$ cat src/rtl/count_down_monitor_if.sv
// Signal bundle between an upstream 4-bit down counter and its step monitor.
// The master drives the sampled count and clear; the slave returns the statistics.
interface count_down_monitor_if #(
  parameter int CYC_W = 8,
  parameter int ERR_W = 4
);
  logic [3:0]       count;
  logic             clr;
  logic             wrap;
  logic [CYC_W-1:0] cycles;
  logic             fault;
  logic [ERR_W-1:0] errs;
  logic             zero;

  modport master (output count, clr, input wrap, cycles, fault, errs, zero);
  modport slave  (input count, clr, output wrap, cycles, fault, errs, zero);
endinterface

$ cat src/rtl/count_down_monitor.sv
// Watches a free-running 4-bit down counter: counts 0->15 wraps, flags and
// counts illegal steps. All outputs are registered.
module count_down_monitor #(
  parameter int CYC_W = 8,
  parameter int ERR_W = 4
) (
  input  logic               clk,
  input  logic               reset,
  count_down_monitor_if.slave mon
);

  typedef enum logic [1:0] {IDLE, TRACK, FAULT} state_t;

  localparam logic [CYC_W-1:0] CYC_MAX = '1;
  localparam logic [ERR_W-1:0] ERR_MAX = '1;

  state_t           state;
  logic [3:0]       prev;
  logic             wrap_q;
  logic [CYC_W-1:0] cycles_q;
  logic             fault_q;
  logic [ERR_W-1:0] errs_q;
  logic             zero_q;
  logic [3:0]       expected;

  // 4-bit subtraction so that prev=0 expects 15.
  assign expected = prev - 4'd1;

  // NOTE: every register here uses non-blocking assignment so all state
  // updates see the pre-edge values of prev, state and the counters.
  always_ff @(posedge clk or negedge reset) begin
    if (!reset) begin
      state    <= IDLE;
      prev     <= 4'd0;
      wrap_q   <= 1'b0;
      cycles_q <= '0;
      fault_q  <= 1'b0;
      errs_q   <= '0;
      zero_q   <= 1'b0;
    end else begin
      zero_q <= (mon.count == 4'd0);
      wrap_q <= 1'b0;
      prev   <= mon.count;
      if (mon.clr) begin
        cycles_q <= '0;
        errs_q   <= '0;
        fault_q  <= 1'b0;
        state    <= TRACK;
      end else begin
        case (state)
          IDLE: state <= TRACK;
          TRACK, FAULT: begin
            if (mon.count == expected) begin
              if (prev == 4'd0) begin
                wrap_q <= 1'b1;
                if (cycles_q != CYC_MAX) cycles_q <= cycles_q + 1'b1;
              end
            end else begin
              if (errs_q != ERR_MAX) errs_q <= errs_q + 1'b1;
              fault_q <= 1'b1;
              state   <= FAULT;
            end
          end
          default: state <= IDLE;
        endcase
      end
    end
  end

  assign mon.wrap   = wrap_q;
  assign mon.cycles = cycles_q;
  assign mon.fault  = fault_q;
  assign mon.errs   = errs_q;
  assign mon.zero   = zero_q;

endmodule
$ cat src/flat_wrapper.sv
// flat-port wrapper written by rule: the top's interface ports become plain ports
module count_down_monitor_flat 
#(
  parameter int CYC_W = 8,
  parameter int ERR_W = 4
)
  (clk, reset, mon_count, mon_clr, mon_wrap, mon_cycles, mon_fault, mon_errs, mon_zero);
  count_down_monitor_if #(.CYC_W(CYC_W), .ERR_W(ERR_W)) mon_i ();
  input  logic clk;
  input  logic reset;
  input wire logic [$bits(mon_i.count)-1:0] mon_count;
  input wire logic [$bits(mon_i.clr)-1:0] mon_clr;
  output wire logic [$bits(mon_i.wrap)-1:0] mon_wrap;
  output wire logic [$bits(mon_i.cycles)-1:0] mon_cycles;
  output wire logic [$bits(mon_i.fault)-1:0] mon_fault;
  output wire logic [$bits(mon_i.errs)-1:0] mon_errs;
  output wire logic [$bits(mon_i.zero)-1:0] mon_zero;
  assign mon_i.count = mon_count;
  assign mon_i.clr = mon_clr;
  assign mon_wrap = mon_i.wrap;
  assign mon_cycles = mon_i.cycles;
  assign mon_fault = mon_i.fault;
  assign mon_errs = mon_i.errs;
  assign mon_zero = mon_i.zero;
  count_down_monitor #(.CYC_W(CYC_W), .ERR_W(ERR_W)) u_core (.clk(clk), .reset(reset), .mon(mon_i));
endmodule
$ cat config.mk
export PLATFORM = sky130hd
export DESIGN_NAME = count_down_monitor_flat
export DESIGN_NICKNAME = d
export VERILOG_FILES = /design/src/rtl/count_down_monitor_if.sv /design/src/rtl/count_down_monitor.sv /design/src/flat_wrapper.sv
export SDC_FILE = /design/constraint.sdc
export NUM_CORES = 1
export LEC_CHECK = 0
export CAP_MARGIN = 20
export CORE_MARGIN = 5
export CORE_UTILIZATION = 45
export DETAILED_ROUTE_END_ITERATION = 7
export PLACE_DENSITY = 0.71
export SKIP_CTS_REPAIR_TIMING = 1
export SYNTH_ARGS = -nofsm -noshare
export SYNTH_HDL_FRONTEND = slang
export SYNTH_SLANG_ARGS = --single-unit
$ cat constraint.sdc
create_clock -name clk -period 4.8 [get_ports clk]
set_clock_uncertainty 0.15 [all_clocks]
set_input_delay 0.72 -clock clk [delete_from_list [all_inputs] [get_ports clk]]
set_output_delay 0.72 -clock clk [all_outputs]
set_load 0.005 [all_outputs]
==> metrics list <==
* Status: completed
- Broken down by cell family, the worst path's largest delay share belongs to simple AND/OR/NAND/NOR gates.
- DIE AREA: 0.003462 mm²
* Relative slew slack: 37.32%
* Height of the die: 58.84 µm
* Post-synth ARST share: 100.0%
* Transition time at the pin with the least slew margin: 0.9372 ns
* Cell repeated most along the worst path: xor2_1
- HPWL after DPL: 1667 µm
- The area growth from synthesis to layout is 23.89%.
- Final hold slack: 0.3607 ns
- Post-synthesis sequential area ratio: 48.95%
- RSZ-0062 raised after global routing: false
* Setup violators final: 0
- Via density per instance: 5.436
* Cell with the biggest individual delay on the critical path: clkdlybuf4s50_1
* CTS H-tree lvls: 1
- Clock-pin slew was measured on the worst setup and hold paths at 0.11 ns.
* Count of flip-flops with a built-in enable after synthesis: 0
- Share of the cycle needed by the critical path after routing: 54.79%
- Synthesis produced a netlist with a net count of 117.
- Gr ovfl total: 0
* Initial core utilization: 47.61%
- Largest area contributor in the netlist: dfrtp_1
- Cells with a size suffix above 1 make up 4.688% of the layout.
- For the worst setup path, the data required time is 4.84 ns.
- Crit-path max FO: 8
* Total of buffers placed on input and output ports: 21
* Via count of the first global-routing pass: 875
- VDD IR-drop max: 0.1681 mV
* Most repeated cell in the gate-level netlist after synthesis: dfrtp_1
* # rows: 17
- Most common flop cell mapped by yosys: dfrtp_1
* WS Path Type: primary input to flop
- Entering global routing, the biggest net connects 22 pins.
- Sorting the synthesized cells by area gives the leading types as dfrtp_1 49%, xnor2_1 4.9%, ha_1 4.7%, a21oi_1 3.3%, nor2_1 3.1%.
- Post-Syn Area per Cell: 10.13 µm²
- In the final design database the tool counted 140 nets.
* Internal power summed over all cells: 0.2700 mW
- The die is 58.84 µm wide.
* Clock network fraction of total power: 21.9%
* Number of buffers inserted during clock tree synthesis: 3
* TritonCTS clock tree: done
- Number of detailed-routing iterations run before antenna repair: 4
- Max-cap violations in this run came to 0.
* Post-detailed-route DRC marker count: 0
- Clock period minus worst slack: 2.630 ns
- Gr busiest metal: met2
- Post-route antenna net violation count: 0
- I/O pin count: 22
* Gr usage total: 13.95%
- Total power divided by cell area: 282.5 mW/mm²
- Counting both buffers and inverters, the worst setup path holds a total of 1.
- Global-route track usage on met2: 23.82%
* Nature of the critical path startpoint: primary input
* Number of DRC violations after detailed-routing iteration 0: 16
- Antenna Diode Count: 0
- The cell count after synthesis came out at 106.
- Synth unique cells: 33
* Kind of path behind the tightest hold check: flop to flop
* Final Routed Wirelength: 2229 µm
* Core box area: 0.002255 mm²
- The final number of max-transition violations is 0.
* Number of warnings issued by yosys: 0
- In the final layout, flip-flops and latches occupy 525.5 µm².
- The number of placed instances, taps included, is 152.
- Vias after detailed routing: 848
- The clock passes through at most 2 buffers.
- The congestion estimate from routability-driven global placement came to 0.7468.
- Multi-input logic area: 505.5 µm²
- Number of inserted filler cells in the final layout: 212
- Summing internal, switching and leakage power gives 0.3758 mW.
- Post-Synthesis Cell Area: 0.001074 mm²
* Proportion of netlist area held by the largest area contributor: 48.95%
- In the final routed layout, each cell accounts on average for 14.29 µm.
- Post-Layout Cell Count: 156
- Kind of end point of the critical path: flop
* Met3 Usage GRT: 3.070%
* Root Buffer: clkbuf_4
* Count of state elements after synthesis: 21
- For this design the total switching power over the nets is 0.1058 mW.
- Global routing used 17.65% of the available met1 tracks.
* Part of the total power dissipated in combinational logic: 24.0%
- On the worst path, the slowest cell contributes a delay of 0.51 ns.
* Most used standard cells in the synthesized netlist: 21 x dfrtp_1, 9 x nor2_1, 7 x a21oi_1, 7 x inv_1, 6 x xnor2_1
* Sequential fraction of design power: 54.1%
- Data arrives at the worst endpoint at 2.67 ns.
- For this design, the sink count on the clock tree is 21.
* Global-route wire length before repair: 3781 µm
- Initial antenna violation count: 0
- The critical path goes through clkdlybuf4s50_1 > xor2_1 > xor2_1 > or3_1 > nor3_1 > mux2_2.
- The final hold violation count was 0.
- Clock network latency to the later pin of the worst-skew pair: 0.29 ns
- Aggregate negative setup slack: 0 ns
- Fmax: 0.3802 GHz
* Leakage Power: 0.5688 nW
- Switching part of the total: 28.15%
## power groups by stage
stage          combinational, mW  sequential (mW)  clock, mW
2_1_floorplan             0.0523            0.205          0
3_3_place_gp              0.0880            0.206          0
3_5_place_dp              0.0919            0.207          0
4_1_cts                   0.0921            0.203     0.0863
5_1_grt                   0.0985            0.206     0.0937
6_report                  0.0901            0.203     0.0824
## stage by stage
step | area (µm²) | utilization [%] | setup slack, ns
3_5_place_dp | 1303 | 57.77 | 1.864
6_report | 1330 | 58.99 | 2.170
3_3_place_gp | 1303 | 57.77 | 1.867
4_1_cts | 1330 | 58.99 | 2.176
2_1_floorplan | 1074 | - | 2.421
5_1_grt | 1330 | 58.99 | 2.048
## state kept, by name, indices dropped and copies added (netlist names)
| register | flops |
|---|---|
| u_core.mon.cycles | 8 |
| u_core.mon.errs | 4 |
| u_core.prev | 4 |
| u_core.state | 2 |
| u_core.mon.fault | 1 |
| u_core.mon.wrap | 1 |
| u_core.mon.zero | 1 |
## layout make-up
| class | count | area share, % |
|---|---|---|
| Clock buffer | 3 | 1.693 |
| Timing Repair Buffer | 21 | 15.80 |
| Tap cell | 28 | 2.634 |
| Multi-Input combinational cell | 75 | 38.01 |
| Clock inverter | 1 | 0.3763 |
| Inverter | 7 | 1.976 |
| Sequential cell | 21 | 39.51 |
## worst reg2reg max path: stages (launching register included)
cell and delay, ns:
dfrtp_1 0.40, inv_1 0.06, ha_1 0.30, xnor2_1 0.14
or2_1 0.25, or3_1 0.48, nor3_1 0.23, mux2_2 0.35
## cell usage in the layout (no fill, tap or decap), types with 2 or more instances in the layout
| cell | instances |
|---|---|
| and3_1 | 2 |
| xor2_1 | 2 |
| a21o_1 | 2 |
| dfrtp_1 | 21 |
| nand3_1 | 5 |
| nor3_1 | 5 |
| clkdlybuf4s50_1 | 21 |
| xnor2_1 | 6 |
| nor2_1 | 9 |
| mux2i_1 | 2 |
| ha_1 | 4 |
| nand2_1 | 5 |
| clkbuf_4 | 3 |
| nand4_1 | 4 |
| or3_1 | 3 |
| nor2b_1 | 2 |
| a21oi_1 | 7 |
| o21ai_0 | 3 |
| nor4_1 | 2 |
| inv_1 | 7 |
## final timing paths
path	from	end	slack (ns)	depth (start not counted)
max	mon_count[3]	u_core.mon.cycles[7]$_DFFE_PN0P_	2.17	6
min	u_core.mon.fault$_DFFE_PN0P_	u_core.mon.fault$_DFFE_PN0P_	0.36	2
max reg2reg	u_core.prev[0]$_DFF_PN0_	u_core.mon.cycles[7]$_DFFE_PN0P_	2.35	7
min reg2reg	u_core.mon.fault$_DFFE_PN0P_	u_core.mon.fault$_DFFE_PN0P_	0.36	2
max in group asynchronous	reset	u_core.mon.cycles[5]$_DFFE_PN0P_	3.15	1
min in group asynchronous	reset	u_core.state[0]$_DFFE_PN0P_	0.79	1
## cells by family after synthesis
kind of cell / share of synthesized area, %
flip-flops: 48.95
multiplexers: 2.914
XOR/XNOR: 8.741
AND/OR/NAND/NOR: 21.79
AO/OA/AOI/OAI: 8.974
buffers and inverters: 3.963
adder cells (fa/ha/maj): 4.662
## routing by layer
metal	share of wire, %	wire [µm]
met5	0	0
met4	0.72	16
met3	3.8	85
met2	48	1081
met1	47	1045
(Power assumes the default switching activity.)
